**src/rtl/rcu_pkg.sv**
```systemverilog
// Shared types and default widths for the receiver control unit.
`default_nettype none

package rcu_pkg;

  typedef enum logic [1:0] {
    IDLE   = 2'd0,
    STREAM = 2'd1,
    REKEY  = 2'd2
  } rcu_state_t;

  localparam int RCU_KEY_W  = 128;
  localparam int RCU_DATA_W = 129;

endpackage

`default_nettype wire

```
**src/rtl/rcu_fifo.sv**
```systemverilog
// Show-ahead FIFO with registered occupancy and sticky overflow on dropped pushes.
`default_nettype none

module rcu_fifo
  import rcu_pkg::*;
#(
  parameter int DATA_W = RCU_DATA_W,
  parameter int DEPTH  = 4
) (
  input  logic                         clk,
  input  logic                         n_rst,
  input  logic                         push_i,
  input  logic                         pop_i,
  input  logic                         clear_ovf_i,
  input  logic [DATA_W-1:0]            wdata_i,
  output logic [DATA_W-1:0]            rdata_o,
  output logic                         empty_o,
  output logic                         full_o,
  output logic [$clog2(DEPTH+1)-1:0]   count_o,
  output logic                         overflow_o
);

  localparam int PTR_W = $clog2(DEPTH);
  localparam int CNT_W = $clog2(DEPTH+1);

  logic [DATA_W-1:0] mem_q [DEPTH];
  logic [PTR_W-1:0]  wr_ptr_q;
  logic [PTR_W-1:0]  rd_ptr_q;
  logic [CNT_W-1:0]  count_q;
  logic [CNT_W-1:0]  count_d;
  logic              ovf_q;

  logic do_push;
  logic do_pop;
  logic drop;

  always_comb begin
    empty_o = (count_q == '0);
    full_o  = (count_q == CNT_W'(DEPTH));
    do_pop  = pop_i & ~empty_o;
    // A full FIFO still accepts a push when a pop frees the head slot.
    do_push = push_i & (~full_o | do_pop);
    drop    = push_i & full_o & ~do_pop;
    count_d = count_q;
    if (do_push && !do_pop) begin
      count_d = count_q + CNT_W'(1);
    end else if (do_pop && !do_push) begin
      count_d = count_q - CNT_W'(1);
    end
  end

  always_ff @(posedge clk or negedge n_rst) begin
    if (!n_rst) begin
      for (int i = 0; i < DEPTH; i++) begin
        mem_q[i] <= '0;
      end
      wr_ptr_q <= '0;
      rd_ptr_q <= '0;
      count_q  <= '0;
      ovf_q    <= 1'b0;
    end else begin
      if (do_push) begin
        mem_q[wr_ptr_q] <= wdata_i;
        wr_ptr_q        <= wr_ptr_q + PTR_W'(1);
      end
      if (do_pop) begin
        rd_ptr_q <= rd_ptr_q + PTR_W'(1);
      end
      count_q <= count_d;
      if (drop) begin
        ovf_q <= 1'b1;
      end else if (clear_ovf_i) begin
        ovf_q <= 1'b0;
      end
    end
  end

  assign rdata_o    = empty_o ? '0 : mem_q[rd_ptr_q];
  assign count_o    = count_q;
  assign overflow_o = ovf_q;

endmodule

`default_nettype wire

```
**src/rtl/rcu_stream_rx.sv**
```systemverilog
// Receiver control unit: first word after reset/rekey is the key, later words
// are buffered data blocks drained through an r_ready/pop handshake.
`default_nettype none

module rcu_stream_rx
  import rcu_pkg::*;
#(
  parameter int KEY_W  = RCU_KEY_W,
  parameter int DATA_W = RCU_DATA_W,
  parameter int DEPTH  = 4
) (
  input  logic                        clk,
  input  logic                        n_rst,
  input  logic                        read,
  input  logic [DATA_W-1:0]           data_in,
  input  logic                        rekey,
  input  logic                        pop,
  input  logic                        clear_ovf,
  output logic [KEY_W-1:0]            key,
  output logic                        key_valid,
  output logic [DATA_W-1:0]           data,
  output logic                        r_ready,
  output logic [$clog2(DEPTH+1)-1:0]  count,
  output logic                        overflow
);

  rcu_state_t       state_q;
  logic [KEY_W-1:0] key_q;
  logic             key_valid_q;
  logic             push;
  logic             fifo_empty;
  logic             fifo_full;

  always_ff @(posedge clk or negedge n_rst) begin
    if (!n_rst) begin
      state_q     <= IDLE;
      key_q       <= '0;
      key_valid_q <= 1'b0;
    end else begin
      case (state_q)
        IDLE: begin
          if (read) begin
            key_q       <= data_in[KEY_W-1:0];
            key_valid_q <= 1'b1;
            state_q     <= STREAM;
          end
        end
        STREAM: begin
          // Old key stays visible until the replacement word arrives.
          if (rekey) begin
            key_valid_q <= 1'b0;
            state_q     <= REKEY;
          end
        end
        REKEY: begin
          if (read) begin
            key_q       <= data_in[KEY_W-1:0];
            key_valid_q <= 1'b1;
            state_q     <= STREAM;
          end
        end
        default: begin
          state_q <= IDLE;
        end
      endcase
    end
  end

  assign push = read && (state_q == STREAM);

  rcu_fifo #(
    .DATA_W (DATA_W),
    .DEPTH  (DEPTH)
  ) u_fifo (
    .clk         (clk),
    .n_rst       (n_rst),
    .push_i      (push),
    .pop_i       (pop),
    .clear_ovf_i (clear_ovf),
    .wdata_i     (data_in),
    .rdata_o     (data),
    .empty_o     (fifo_empty),
    .full_o      (fifo_full),
    .count_o     (count),
    .overflow_o  (overflow)
  );

  assign key       = key_q;
  assign key_valid = key_valid_q;
  assign r_ready   = ~fifo_empty;

  logic unused_full;
  assign unused_full = fifo_full;

endmodule

`default_nettype wire

```
**config.mk**
```make
export PLATFORM = sky130hd
export DESIGN_NAME = rcu_stream_rx
export DESIGN_NICKNAME = d
export VERILOG_FILES = /design/src/rtl/rcu_pkg.sv /design/src/rtl/rcu_fifo.sv /design/src/rtl/rcu_stream_rx.sv
export SDC_FILE = /design/constraint.sdc
export NUM_CORES = 1
export LEC_CHECK = 0
export BUFFER_PORTS_ARGS = -buffer_cell sky130_fd_sc_hd__buf_4
export CAP_MARGIN = 20
export CORE_MARGIN = 2
export CORE_UTILIZATION = 45
export CTS_CLUSTER_SIZE = 30
export DETAILED_ROUTE_END_ITERATION = 10
export PLACE_DENSITY = 0.63
export SLEW_MARGIN = 30
export SYNTH_ARGS = -nofsm -noshare
export SYNTH_HDL_FRONTEND = slang
export SYNTH_SLANG_ARGS = --single-unit
```
**constraint.sdc**
```tcl
create_clock -name clk -period 6.9 [get_ports clk]
set_input_delay 1.38 -clock clk [delete_from_list [all_inputs] [get_ports clk]]
set_output_delay 1.38 -clock clk [all_outputs]
set_load 0.02 [all_outputs]
```
==> impl_metrics.ini <==
[sta]
fin_worst_skew_ps = 17.02
final.period_utilization_pct = 65.76
fmax_ghz = 0.2204
worst_slew_pin_slew_ps = 979.7
period_needed_ps = 4537
relSlewSlack_pct = 34.68
hold_violations = 0
slew_viol_final = 0
setup_viol_count_final = 0
rsz0062_at_grt = no
fin_tns_setup_ps = 0

[clock_network]
cts_buffer_depth = 3
cts_resized = 0
insertion_delay_ps = 610
postCtsHoldBufs = 0
cts_root_buf = clkbuf_16
cts_setup_buffers = 0
cts_buffers = 72
cts_tree = yes
cts.sinks = 655
cts_htree_levels = 3
clk_pin_slew_worst_paths_ps = 60

[global_routing]
antenna_found_initial = 0
grt_max_degree = 182
grt_pass1_vias = 17823
grt-ovfl-total = 0
grt_pass1_wl_mm = 104.7
grt_util_all_layers_pct = 20.32

[floorplan]
design.die.area_sq_mm = 0.06545
coreArea_sq_mm = 0.06285
die_y_microns = 255.8
rows = 92
die_w_microns = 255.8
start_util_pct = 45.41
pin_count = 398

[worst_setup_path]
ff2ff_setup_slack_ps = 4010
crit-reg2reg-launch = state_q[1]
cp-startpoint = u_fifo.rd_ptr_q[0]
required_ps = 5520
cp_max_fo = 39
cp-start-kind = register
arrival_ps = 3160
crit_type = register to output port
cp-end-kind = output port

[route]
ant_nets = 0
wl_per_cell_microns = 21.74
via_per_inst = 5.326
vias = 15978
drt_wl_total_mm = 65.22
drt_iter0_markers = 581
dr.pass1.iters = 4
drcViolationCount = 0

[final_layout]
drive_above_1_share_pct = 57.30
fillers = 5112
final_nets = 2238
area_growth_pct = 21.03
final_util_pct = 54.96

[synthesis]
ys_types = 26
synth_top_area_cell = dfrtp_1
synth_top_area_share_pct = 57.43
synth_seq_cells = 655
ys_warn_count = 0
syn_nets = 1853
avgSynthCellArea_sq_um = 16.67
synth_area_sq_mm = 0.02854
synth_seq_area_share_pct = 57.43
synth_area_leaders = dfrtp_1 57%, mux2_2 22%, mux4_2 10%
synthesis.instances = 1712

[placed_design]
dp_hpwl_mm = 39.53
io_buffers = 397
place_congestion = 0.7447

[hold_path]
hp-class = register to register
worstHoldStart = u_fifo.mem_q[143]

[run_status]
status = finished clean

[flow_run]
maxCapViolCount = 0

[power]
power_leakage_nw = 15.13
ir_drop_v = 0.0002601
pwr_density_cell_mw_per_mm2 = 524.2
p_total_mw = 18.11
==> cell usage in the layout (no fill, tap or decap), drive strengths merged, types with 5 or more instances in the layout <==
cell / n
clkinv: 11
buf: 425
clkbuf: 111
and2: 129
mux2: 646
mux4: 129
inv: 9
ha: 5
dfrtp: 655
==> Yosys cell counts (all sizes together) <==
cell and n:
nor4b 1, inv 5, ha 5, dfrtp 655, nand3b 2, nand4b 1, fa 1, buf 91
or3 1, nor3b 4, o21ai 4, mux2 646, xor2 2, nand3 1, clkbuf 23, nor2 3
nand2b 3, nand2 1, a21oi 1, mux4 129, xnor2 4, and2 129
==> state kept, by name, summed over array words and instances, names as in the netlist <==
signal	count
key	128
u_fifo.overflow_o	1
key_valid	1
state_q	2
u_fifo.mem_q	516
u_fifo.wr_ptr_q	2
u_fifo.rd_ptr_q	2
u_fifo.count_o	3
==> per-stage QoR <==
step                      hold WS (ps)  setup WS, ps  instances  instance area, sq um
final                            480.7          2363       3000                 34540
after global routing             487.8          2064       2998                 34540
after CTS                        482.6          2186       2993                 34420
after detailed placement         468.7          2855       2864                 32050
after global placement           462.3          2811       2864                 32050
after floorplan                  452.4          3856       1712                 28540
==> worst paths after layout <==
check / end / cells after the start
max: data[104] / 4
min: u_fifo.mem_q[143] / 1
max reg2reg: u_fifo.mem_q[311] / 5
min reg2reg: u_fifo.mem_q[143] / 1
max in group asynchronous: key[48] / 3
min in group asynchronous: key[116] / 1
==> per-layer routing <==
layer	up-vias	share of wire (%)	track usage, %	wire (microns)
li1	7021	-	-	-
met3	70	5.6	5.080	3658
met5	-	0	0	0
met1	8584	42	26.14	27650
met4	0	1.8	5.929	1198
met2	303	50	34.19	32720
==> where the power goes <==
| part | switching (mW) | internal, mW | leakage [nW] | total, mW |
|---|---|---|---|---|
| clock | 1.53 | 2.26 | 1.17 | 3.80 |
| sequential | 0.995 | 5.57 | 7.91 | 6.56 |
| combinational | 3.53 | 4.22 | 6.06 | 7.75 |
==> area by class of cell <==
| type | instances | area, sq um | share of cell area (%) |
|---|---|---|---|
| Sequential cell | 655 | 16400 | 47.47 |
| Multi-Input combinational cell | 938 | 11330 | 32.79 |
| Timing Repair Buffer | 425 | 3373 | 9.765 |
| Clock buffer | 111 | 2148 | 6.219 |
| Tap cell | 846 | 1059 | 3.064 |
| Clock inverter | 18 | 214.0 | 0.6194 |
| Inverter | 5 | 18.77 | 0.05433 |
| Antenna cell | 2 | 5.005 | 0.01449 |
==> cells by family (layout without fill, tap and decap cells) <==
| group | count (synthesis) | in the layout | synth area share (%) |
|---|---|---|---|
| muxes | 775 | 775 | 35.67 |
| DFF | 655 | 655 | 57.43 |
| and+or+nand+nor | 146 | 146 | 3.327 |
| buffers and inverters | 119 | 559 | 3.016 |
| adders and majority gates | 6 | 6 | 0.2893 |
| xor gates and xnor gates | 6 | 6 | 0.1841 |
| AOI/OAI and AO/OA | 5 | 5 | 0.08766 |
| other | 0 | 2 | 0 |
==> worst max-delay path: stages, from the launching register on <==
cell	delay (ps)
dfrtp_4	980
buf_4	630
mux4_2	590
and2_1	170
buf_4	160
(Power assumes the default switching activity.)
